**config.mk**
```make
export PLATFORM = sky130hd
export DESIGN_NAME = operand_entry_ctrl
export DESIGN_NICKNAME = d
export VERILOG_FILES = /design/src/rtl/operand_entry_ctrl.sv
export SDC_FILE = /design/constraint.sdc
export NUM_CORES = 1
export LEC_CHECK = 0
export BUFFER_PORTS_ARGS = -buffer_cell sky130_fd_sc_hd__buf_2
export CORE_MARGIN = 2
export CORE_UTILIZATION = 51
export CTS_CLUSTER_DIAMETER = 200
export CTS_CLUSTER_SIZE = 25
export DETAILED_ROUTE_END_ITERATION = 8
export PLACE_DENSITY = 0.74
export SLEW_MARGIN = 20
export SYNTH_ARGS = -nofsm -noshare
export SYNTH_HDL_FRONTEND = slang
export SYNTH_SLANG_ARGS = --single-unit
```
**constraint.sdc**
```tcl
create_clock -name clk -period 4.2 [get_ports clk]
set_clock_uncertainty 0.05 [all_clocks]
set_input_delay 1.05 -clock clk [delete_from_list [all_inputs] [get_ports clk]]
set_output_delay 1.05 -clock clk [all_outputs]
set_load 0.02 [all_outputs]
```
**src/rtl/operand_entry_ctrl.sv**
```systemverilog
// Keypad-to-multiplier sequencer: builds two signed decimal operands from key
// strobes, launches the multiplier, waits for done (with timeout), shows product.
module operand_entry_ctrl #(
  parameter int OP_W       = 8,
  parameter int MAX_DIGITS = 2,
  parameter int TIMEOUT    = 1023
) (
  input  logic              clk,
  input  logic              rst,
  input  logic              key_valid,
  input  logic [3:0]        key_code,
  input  logic              mult_done,
  input  logic [2*OP_W-1:0] mult_result,
  output logic [OP_W-1:0]   numero1_o,
  output logic [OP_W-1:0]   numero2_o,
  output logic              sel_op_o,
  output logic              mult_start,
  output logic              busy_o,
  output logic [2*OP_W-1:0] result_o,
  output logic              result_valid,
  output logic              err_o
);

  localparam int EW = OP_W + 4;
  localparam int MW = OP_W - 1;
  localparam int CW = $clog2(MAX_DIGITS + 1);
  localparam int TW = $clog2(TIMEOUT + 1);
  localparam logic [CW-1:0] MAX_CNT = CW'(MAX_DIGITS);
  localparam logic [TW-1:0] TMO_MAX = TW'(TIMEOUT);

  localparam logic [3:0] KEY_ENTER = 4'hA;
  localparam logic [3:0] KEY_SIGN  = 4'hB;
  localparam logic [3:0] KEY_CLEAR = 4'hC;

  typedef enum logic [2:0] {S_OP1, S_OP2, S_START, S_WAIT, S_SHOW} state_e;

  state_e              state_q, state_d;
  logic [MW-1:0]       mag1_q, mag1_d, mag2_q, mag2_d;
  logic                sign1_q, sign1_d, sign2_q, sign2_d;
  logic [CW-1:0]       cnt1_q, cnt1_d, cnt2_q, cnt2_d;
  logic [OP_W-1:0]     numero1_q, numero1_d, numero2_q, numero2_d;
  logic [TW-1:0]       tmo_q, tmo_d;
  logic [2*OP_W-1:0]   result_q, result_d;
  logic                rv_q, rv_d, err_q, err_d;
  logic                is_digit;

  // Wide intermediate so mag*10+d never wraps before truncation.
  function automatic logic [MW-1:0] append_digit(input logic [MW-1:0] mag,
                                                  input logic [3:0]    d);
    logic [EW-1:0] wide;
    wide = EW'(mag) * EW'(10) + EW'(d);
    return wide[MW-1:0];
  endfunction

  function automatic logic [OP_W-1:0] to_tc(input logic sign, input logic [MW-1:0] mag);
    logic [OP_W-1:0] m;
    m = {1'b0, mag};
    return sign ? -m : m;
  endfunction

  assign is_digit = (key_code <= 4'd9);

  always_comb begin
    // NOTE: every signal gets a default first so no path leaves it unassigned (no latches).
    state_d  = state_q;
    mag1_d   = mag1_q;
    mag2_d   = mag2_q;
    sign1_d  = sign1_q;
    sign2_d  = sign2_q;
    cnt1_d   = cnt1_q;
    cnt2_d   = cnt2_q;
    tmo_d    = tmo_q;
    result_d = result_q;
    rv_d     = rv_q;
    err_d    = err_q;

    unique case (state_q)
      S_OP1: if (key_valid) begin
        if (is_digit) begin
          if (cnt1_q < MAX_CNT) begin
            mag1_d = append_digit(mag1_q, key_code);
            cnt1_d = cnt1_q + 1'b1;
          end
        end else if (key_code == KEY_ENTER) begin
          state_d = S_OP2;
        end else if (key_code == KEY_SIGN) begin
          sign1_d = ~sign1_q;
        end else if (key_code == KEY_CLEAR) begin
          mag1_d  = '0;
          sign1_d = 1'b0;
          cnt1_d  = '0;
        end
      end
      S_OP2: if (key_valid) begin
        if (is_digit) begin
          if (cnt2_q < MAX_CNT) begin
            mag2_d = append_digit(mag2_q, key_code);
            cnt2_d = cnt2_q + 1'b1;
          end
        end else if (key_code == KEY_ENTER) begin
          state_d = S_START;
        end else if (key_code == KEY_SIGN) begin
          sign2_d = ~sign2_q;
        end else if (key_code == KEY_CLEAR) begin
          mag1_d  = '0;
          sign1_d = 1'b0;
          cnt1_d  = '0;
          mag2_d  = '0;
          sign2_d = 1'b0;
          cnt2_d  = '0;
          state_d = S_OP1;
        end
      end
      S_START: begin
        tmo_d   = '0;
        state_d = S_WAIT;
      end
      // Done takes priority over both a same-cycle key and the timeout.
      S_WAIT: begin
        if (mult_done) begin
          result_d = mult_result;
          rv_d     = 1'b1;
          err_d    = 1'b0;
          state_d  = S_SHOW;
        end else if (tmo_q == TMO_MAX) begin
          result_d = '0;
          rv_d     = 1'b0;
          err_d    = 1'b1;
          state_d  = S_SHOW;
        end else begin
          tmo_d = tmo_q + 1'b1;
        end
      end
      S_SHOW: if (key_valid) begin
        mag1_d  = '0;
        sign1_d = 1'b0;
        cnt1_d  = '0;
        mag2_d  = '0;
        sign2_d = 1'b0;
        cnt2_d  = '0;
        rv_d    = 1'b0;
        err_d   = 1'b0;
        state_d = S_OP1;
      end
      default: state_d = S_OP1;
    endcase

    numero1_d = to_tc(sign1_d, mag1_d);
    numero2_d = to_tc(sign2_d, mag2_d);
  end

  always_ff @(posedge clk) begin
    // NOTE: state registers use non-blocking assignments so all flops update together.
    if (rst) begin
      state_q   <= S_OP1;
      mag1_q    <= '0;
      mag2_q    <= '0;
      sign1_q   <= 1'b0;
      sign2_q   <= 1'b0;
      cnt1_q    <= '0;
      cnt2_q    <= '0;
      numero1_q <= '0;
      numero2_q <= '0;
      tmo_q     <= '0;
      result_q  <= '0;
      rv_q      <= 1'b0;
      err_q     <= 1'b0;
    end else begin
      state_q   <= state_d;
      mag1_q    <= mag1_d;
      mag2_q    <= mag2_d;
      sign1_q   <= sign1_d;
      sign2_q   <= sign2_d;
      cnt1_q    <= cnt1_d;
      cnt2_q    <= cnt2_d;
      numero1_q <= numero1_d;
      numero2_q <= numero2_d;
      tmo_q     <= tmo_d;
      result_q  <= result_d;
      rv_q      <= rv_d;
      err_q     <= err_d;
    end
  end

  assign numero1_o    = numero1_q;
  assign numero2_o    = numero2_q;
  assign sel_op_o     = (state_q != S_OP1);
  assign mult_start   = (state_q == S_START);
  assign busy_o       = (state_q == S_START) || (state_q == S_WAIT);
  assign result_o     = result_q;
  assign result_valid = rv_q;
  assign err_o        = err_q;

endmodule

```
==> results of run 1 <==
-- worst register-to-register path, stage by stage, from the launching register on --
cell                       delay [ps]
sky130_fd_sc_hd__dfxtp_1          450
sky130_fd_sc_hd__ha_1             280
sky130_fd_sc_hd__ha_1             200
sky130_fd_sc_hd__inv_1             60
sky130_fd_sc_hd__fa_1             410
sky130_fd_sc_hd__nand2b_1         180
sky130_fd_sc_hd__o211a_1          250
sky130_fd_sc_hd__a211oi_1         300
sky130_fd_sc_hd__a31oi_2          150
sky130_fd_sc_hd__mux2_1           320
-- power groups by stage --
stage	sequential (mW)	combinational [mW]	clock, mW
6_report	0.639	0.164	0.555
2_1_floorplan	0.657	0.114	0
3_5_place_dp	0.654	0.163	0
4_1_cts	0.639	0.164	0.559
5_1_grt	0.641	0.183	0.590
3_3_place_gp	0.654	0.158	0
-- layout make-up --
class,instances,area [µm²]
inverters,10,37.5
well taps,80,100
multi-input cells,302,2060
flip-flops and latches,65,1300
clock inverters,7,81.3
fillers,640,2740
repair buffers,61,308
clock buffers,9,124
-- metal layers --
layer | routed length, µm | vias to the layer above | track usage
met2 | 3690 | 100 | 0.346
li1 | - | 1541 | -
met1 | 3590 | 1398 | 0.285
met5 | 0 | - | 0
met3 | 415 | 18 | 0.0569
met4 | 188 | 0 | 0.106
-- per-stage QoR --
step | cell area, µm² | std cells | util | total power [mW] | setup WS [ps]
after floorplan | 3530 | 400 | - | 0.771 | 1200
after global placement | 3810 | 518 | 0.564 | 0.812 | 908
after detailed placement | 3810 | 518 | 0.564 | 0.816 | 830
after CTS | 4020 | 534 | 0.594 | 1.36 | 1170
after global routing | 4020 | 534 | 0.594 | 1.41 | 1000
final | 4020 | 534 | 0.594 | 1.36 | 1150
-- registers in the layout, summed over array words and instances, names as in the netlist, 2 cells and up --
name,cells
result_o,16
tmo_q,10
mag1_q,7
mag2_q,7
numero1_o,7
numero2_o,7
state_q,3
cnt1_q,2
cnt2_q,2
-- layout by cell type (no fill, tap or decap), drive strengths merged, types with 7 or more instances in the layout --
master  Yosys  final
nor2b      11     11
inv        10     14
ha         18     18
nand3      10     10
nor3       14     14
a21oi      28     28
nor2       62     62
clkbuf     13      9
buf        10     61
dfxtp      65     65
a31oi       9      9
o21ai      15     15
xnor2      14     14
a22oi      24     24
nand2      14     14
nand2b      7      7
-- cell families after synthesis --
family          after synthesis
compound gates              111
xor+xnor                     20
fa+ha+maj                    22
buf+inv                      33
flops                        65
mux                           8
simple gates                141
-- how the worst max path moves through the flow --
stage	from	slack, ps	end	cells past startpoint
5_1_grt	key_code[2]	1000	numero2_o[4]	10
3_3_place_gp	key_code[2]	910	numero2_o[4]	10
2_1_floorplan	key_code[1]	1200	numero1_o[6]	7
4_1_cts	key_code[2]	1170	numero2_o[4]	10
3_5_place_dp	key_code[2]	830	numero2_o[4]	10
6_report	key_code[2]	1150	numero2_o[4]	10
==> metrics.log, run 1 <==
INFO  metric status = complete, no violations
INFO  metric cp_max_fo = 11
INFO  metric path_delay_family = compound AO/OA/AOI/OAI gates
INFO  metric globalRoute.totalOverflow = 0
INFO  metric initial_utilization = 0.522
INFO  metric routed_via_density = 5.72
INFO  metric r2r.worst_path.cells = 9
INFO  metric syn2layout_area_growth = 13.8%
INFO  metric crit_path_end_kind = flip-flop
INFO  metric synth_largest_type_area_fraction = 0.369
INFO  metric share_comb_of_total_power = 0.121
INFO  metric drt_iter0_markers = 147
INFO  metric vias_in_the_first_global_route = 2,956
INFO  metric fin_crit_sh = 0.726
INFO  metric p_sw_frac = 0.281
INFO  metric synth.area.mux_share = 0.0248
INFO  metric antenna_violating_nets_post_route = 0
INFO  metric ctsResizeCount = 0
INFO  metric grt_start_max_net_pins = 50
INFO  metric detail_route.wirelength = 7890 µm
INFO  metric clkPwrFrac = 0.408
INFO  metric async_reset_ff_frac = 0
INFO  metric synth_seq_cells = 65
INFO  metric mapped_area = 0.00353 mm²
INFO  metric hold_end = err_o
INFO  metric postCtsHoldBufs = 0
INFO  metric drt-wirelength-per-cell = 14.8 µm
INFO  metric grt_usage = 0.221
INFO  metric critical_path_class = in2reg
INFO  metric clock_latency = 350 ps
INFO  metric finalWorstPathRequiredPeriod = 3050 ps
INFO  metric worstHoldPathType = reg2reg
INFO  metric number_of_cells_traversed_by_the_worst_hold_path = 2
INFO  metric synth-warning-count = 0
INFO  metric critical_path.cell_chain = buf_2, o21a_1, o211ai_2, nand2_1, a32oi_1, ha_1, o21ai_0, o21bai_1, xnor2_1, nor2_1
INFO  metric synth_top_cell_by_area = sky130_fd_sc_hd__dfxtp_1
INFO  metric synthDistinctLibCells = 67
INFO  metric die_width = 87.2 µm
INFO  metric postSynthAreaPerCell = 8.82 µm²
INFO  metric synth_top_family_by_area = compound AO/OA/AOI/OAI gates
INFO  metric portBuffers = 60
INFO  metric timing.hold.ws = 453 ps
INFO  metric finalSetupTns = 0 ps
INFO  metric timing.critical_path.required = 4350 ps
INFO  metric tightestPinTransition = 841 ps
INFO  metric synth.net_count = 446
INFO  metric antenna_violations_before_repair = 0
INFO  metric worst_path_max_delay_cell = sky130_fd_sc_hd__o21a_1
INFO  metric globalplace.congestion = 0.805
INFO  metric floorplan.die_area = 0.00760 mm²
INFO  metric cts_root_buf = sky130_fd_sc_hd__clkbuf_8
INFO  metric rows = 30
INFO  metric cts_tree = done
INFO  metric synth_most_common_cell = sky130_fd_sc_hd__dfxtp_1
INFO  metric vdd_drop_max = 0.000240 V
INFO  metric final_hold_viol_count = 0
INFO  metric adder_and_majority_gate_portion_of_the_synthesized_area = 0.0865
INFO  metric die_height = 87.2 µm
INFO  metric cts_inserted_buffers = 9
INFO  metric num_antenna_cells = 0
INFO  metric cts.htree.levels = 3
INFO  metric cts.path.max_buffers = 2
INFO  metric cts.clk_slew.worst_paths = 90 ps
INFO  metric clock_sink_count = 65
INFO  metric p_int = 0.977 mW
INFO  metric core_region_area = 0.00676 mm²
INFO  metric maxCapViolations = 0
INFO  metric drc_errors = 0
INFO  metric drive_above_1_share = 0.209
INFO  metric synth-edff-count = 0
INFO  metric yosys-top-cells-area = sky130_fd_sc_hd__dfxtp_1 (37%), sky130_fd_sc_hd__nor2_1 (6.6%), sky130_fd_sc_hd__ha_1 (6.4%), sky130_fd_sc_hd__a22oi_1 (4.9%), sky130_fd_sc_hd__a21oi_1 (3.7%)
INFO  metric postSynthCellCount = 400
INFO  metric dpl.hpwl = 5560 µm
INFO  metric setup.reg_to_reg.worst_slack = 1450 ps
INFO  metric num_io_pins = 61
INFO  metric post_cts_buffers = 0
INFO  metric startpoint_of_the_worst_register_to_register_path = mag1_q[1]
INFO  metric hold_path_startpoint = err_o
INFO  metric switchingPower = 0.382 mW
INFO  metric max_clock_freq = 328 MHz
INFO  metric pwr-share-seq = 0.471
INFO  metric cpPeakStageDelay = 380 ps
INFO  metric power.static_leakage = 1.67 nW
INFO  metric crit-reg2reg-capture = numero1_o[6]
INFO  metric worst_ep_arrival_time = 3200 ps
INFO  metric rsz0062_at_grt = no
INFO  metric slew_violations = 0
INFO  metric tightest_slew_margin_relative_to_the_limit = 0.439
INFO  metric number_of_nets_in_the_finished_design = 495
INFO  metric synth_simple_gate_area_share = 0.204
INFO  metric grt_first_pass_wirelength = 13,400 µm
INFO  metric area_fraction_in_compound_gates_after_synthesis = 0.220
INFO  metric synth.cells.most_frequent = sky130_fd_sc_hd__dfxtp_1 (65), sky130_fd_sc_hd__nor2_1 (62), sky130_fd_sc_hd__a21oi_1 (26)
INFO  metric yosys.area_share.xor_xnor = 0.0496
INFO  metric setup.worst_path.start_class = primary input
INFO  metric power_density_of_the_placed_cells = 338 mW/mm²
INFO  metric dominantRegCellSynth = sky130_fd_sc_hd__dfxtp_1
INFO  metric drt_pass1_iterations = 4
INFO  metric critical_path_buf_inv_count = 1
INFO  metric ys_seq_area_frac = 0.369
INFO  metric timing.final.setup_violations = 0
INFO  metric via_count = 3,057
(Power assumes the default switching activity.)
==> inputs of run 2 (changes only) <==
==> constraint.sdc (replaced) <==
create_clock -name clk -period 2.9 [get_ports clk]
set_clock_uncertainty 0.05 [all_clocks]
set_input_delay 0.725 -clock clk [delete_from_list [all_inputs] [get_ports clk]]
set_output_delay 0.725 -clock clk [all_outputs]
set_load 0.02 [all_outputs]
==> metrics.log, run 2 (synthesized netlist as in run 1, its figures left out) <==
INFO  metric status = complete, no violations (unchanged)
INFO  metric worstHoldPathType = reg2reg (unchanged)
INFO  metric clock_sink_count = 65 (unchanged)
INFO  metric setup.reg_to_reg.worst_slack = 190 ps (was 1450 ps)
INFO  metric portBuffers = 60 (unchanged)
INFO  metric slew_violations = 0 (unchanged)
INFO  metric mostFrequentLayoutCells = sky130_fd_sc_hd__dfxtp_1 (65), sky130_fd_sc_hd__nor2_1 (62), sky130_fd_sc_hd__buf_2 (60) (unchanged)
INFO  metric globalplace.congestion = 0.811 (was 0.805)
INFO  metric drt_pass1_iterations = 4 (unchanged)
INFO  metric stdcell_count = 558 (was 534)
INFO  metric drive_above_1_share = 0.251 (was 0.209)
INFO  metric clock_latency = 350 ps (about the same)
INFO  metric worst_setup_path_startpoint = mag2_q[3] (was key_code[2])
INFO  metric post-place-cells = 542 (was 518)
INFO  metric setup.worst_path.start_class = flip-flop (was primary input)
INFO  metric num_io_pins = 61 (unchanged)
INFO  metric critical_path.cell_chain = ha_1, ha_1, inv_1, fa_1, nand2b_1, a21oi_1, xnor2_1, a22o_1, nor2b_1, mux2_2 (was buf_2, o21a_1, o211ai_2, nand2_1, a32oi_1, ha_1, o21ai_0, o21bai_1, xnor2_1, nor2_1)
INFO  metric critical_path_cell_count = 10 (unchanged)
INFO  metric p_sw_frac = 0.258 (was 0.281)
INFO  metric grt_start_max_net_pins = 31 (was 50)
INFO  metric r2r.worst_path.cells = 10 (was 9)
INFO  metric core_region_area = 0.00676 mm² (unchanged)
INFO  metric report.power.total = 2.08 mW (was 1.36 mW)
INFO  metric via_count = 3,172 (was 3,057)
INFO  metric share_comb_of_total_power = 0.132 (was 0.121)
INFO  metric final_hold_viol_count = 0 (unchanged)
INFO  metric detail_route.wirelength = 8150 µm (was 7890 µm)
INFO  metric antenna_violating_nets_post_route = 0 (unchanged)
INFO  metric rows = 30 (unchanged)
INFO  metric cpPeakStageDelay = 480 ps (was 380 ps)
INFO  metric mostFrequentLayoutCell = sky130_fd_sc_hd__dfxtp_1 (unchanged)
INFO  metric layout.cell_area.non_filler = 0.00422 mm² (was 0.00402 mm²)
INFO  metric tightest_slew_margin_relative_to_the_limit = 0.504 (was 0.439)
INFO  metric pwr-share-seq = 0.446 (was 0.471)
INFO  metric cts.htree.levels = 3 (unchanged)
INFO  metric rsz0062_at_grt = no (unchanged)
INFO  metric startpoint_of_the_worst_register_to_register_path = mag2_q[3] (was mag1_q[1])
INFO  metric fin_crit_sh = 0.935
INFO  metric max_clock_freq = 369 MHz
INFO  metric cp_max_fo = 6 (was 11)
INFO  metric worst_setup_path_endpoint = numero2_o[6] (was numero2_o[4])
INFO  metric vias_in_the_first_global_route = 3,050 (was 2,956)
INFO  metric cts.clk_slew.worst_paths = 80 ps (was 90 ps)
INFO  metric postCtsHoldBufs = 0 (unchanged)
INFO  metric switchingPower = 0.536 mW (was 0.382 mW)
INFO  metric drt-wirelength-per-cell = 14.6 µm (was 14.8 µm)
INFO  metric crit_path_end_kind = flip-flop (unchanged)
INFO  metric crit-reg2reg-capture = numero2_o[6] (was numero1_o[6])
INFO  metric critical_path_class = reg2reg (was in2reg)
INFO  metric globalRoute.totalOverflow = 0 (unchanged)
INFO  metric p_int = 1.54 mW (was 0.977 mW)
INFO  metric timing.final.setup_violations = 0 (unchanged)
INFO  metric fin_util = 0.625 (was 0.594)
INFO  metric antenna_violations_before_repair = 0 (unchanged)
INFO  metric maxCapViolations = 0 (unchanged)
INFO  metric dp_slack = -47.0 ps (was 830 ps)
INFO  metric drc_errors = 0 (unchanged)
INFO  metric cts.path.max_buffers = 2 (unchanged)
INFO  metric die_height = 87.2 µm (unchanged)
INFO  metric filler_cell_count = 595 (was 640)
INFO  metric finalWorstPathRequiredPeriod = 2710 ps
INFO  metric power.static_leakage = 1.79 nW (was 1.67 nW)
INFO  metric worst_ep_arrival_time = 2900 ps (was 3200 ps)
INFO  metric number_of_cells_traversed_by_the_worst_hold_path = 2 (unchanged)
INFO  metric initial_utilization = 0.522 (unchanged)
INFO  metric floorplan.die_area = 0.00760 mm² (unchanged)
INFO  metric routed_via_density = 5.68 (was 5.72)
INFO  metric num_antenna_cells = 0 (unchanged)
INFO  metric worst_path_max_delay_cell = sky130_fd_sc_hd__dfxtp_1 (was sky130_fd_sc_hd__o21a_1)
INFO  metric cts_inserted_buffers = 9 (unchanged)
INFO  metric largest_register_ff_count = 16 (unchanged)
INFO  metric syn2layout_area_growth = 19.7% (was 13.8%)
INFO  metric clkPwrFrac = 0.423 (was 0.408)
INFO  metric grt_first_pass_wirelength = 13,900 µm (was 13,400 µm)
INFO  metric die_width = 87.2 µm (unchanged)
INFO  metric post_dp_cell_area = 0.00399 mm² (was 0.00381 mm²)
INFO  metric cts_tree = done (unchanged)
INFO  metric postLayoutSetupSlackWorst = 187 ps (was 1150 ps)
INFO  metric drt_iter0_markers = 127 (was 147)
INFO  metric critical_path_buf_inv_count = 1 (unchanged)
INFO  metric tightestPinTransition = 742 ps (was 841 ps)
INFO  metric number_of_nets_in_the_finished_design = 519 (was 495)
INFO  metric timing.critical_path.required = 3090 ps (was 4350 ps)
INFO  metric grt_usage = 0.227 (was 0.221)
INFO  metric power_density_of_the_placed_cells = 492 mW/mm² (was 338 mW/mm²)
INFO  metric dpl.hpwl = 5820 µm (was 5560 µm)
INFO  metric cp_common_cell = sky130_fd_sc_hd__ha_1
INFO  metric vdd_drop_max = 0.000378 V (was 0.000240 V)
INFO  metric path_delay_family = adder cells (was compound AO/OA/AOI/OAI gates)
INFO  metric cts_root_buf = sky130_fd_sc_hd__clkbuf_8 (unchanged)
-- run 2: cell types whose count changed in the layout (fill, tap and decap cells not counted), sizes merged --
cell / previous run / this run
bufinv: 1 / 2
clkbuf: 9 / 10
inv: 14 / 11
buf: 61 / 85
clkinv: 1 / 2
-- run 2: cell type report --
cell class                      count  area, µm²  area share
Sequential cell                    65       1300       0.308
Clock inverter                      6       90.1      0.0213
Inverter                           10       37.5     0.00889
Tap cell                           80        100      0.0237
Multi-Input combinational cell    302       2070       0.490
Clock buffer                       10        138      0.0326
Timing Repair Buffer               85        488       0.116
-- run 2: metrics by stage --
step | hold slack, ps | setup TNS [ps]
after floorplan | 427 | 0
after global placement | 426 | -0.865
after detailed placement | 431 | -71.7
after CTS | 454 | 0
after global routing | 467 | 0
final | 454 | 0
-- run 2: how the worst min path moves through the flow --
stage,from,to
finish,result_o[0],result_o[0]
global route,result_o[12],result_o[12]
CTS,result_o[0],result_o[0]
detailed placement,result_o[0],result_o[0]
global placement,result_o[5],result_o[5]
floorplan,tmo_q[9],tmo_q[9]
-- run 2: worst register-to-register path: cells and delay by family, from the launching register on --
kind | cells | cell delay (ps)
flops | 1 | 480
xor+xnor | 1 | 100
fa+ha+maj | 3 | 930
mux | 1 | 280
buf+inv | 1 | 60
simple gates | 2 | 310
compound gates | 2 | 380
-- run 2: power groups by stage --
stage	Combinational [mW]	Clock [mW]	Sequential [mW]
6_report	0.273	0.878	0.925
5_1_grt	0.305	0.917	0.928
4_1_cts	0.267	0.887	0.925
3_5_place_dp	0.266	0	0.946
3_3_place_gp	0.259	0	0.946
2_1_floorplan	0.165	0	0.952
-- run 2: metal layers --
metal / up-vias / share of wire / track usage
met5: - / 0 / 0
met4: 0 / 0.017 / 0.0979
met3: 13 / 0.032 / 0.0398
met2: 60 / 0.48 / 0.380
met1: 1513 / 0.47 / 0.287
li1: 1586 / - / -
-- run 2: timing repair --
item	CTS	global route
gates resized for setup	0	1
buffers inserted	0	0
setup endpoints to repair	0	1
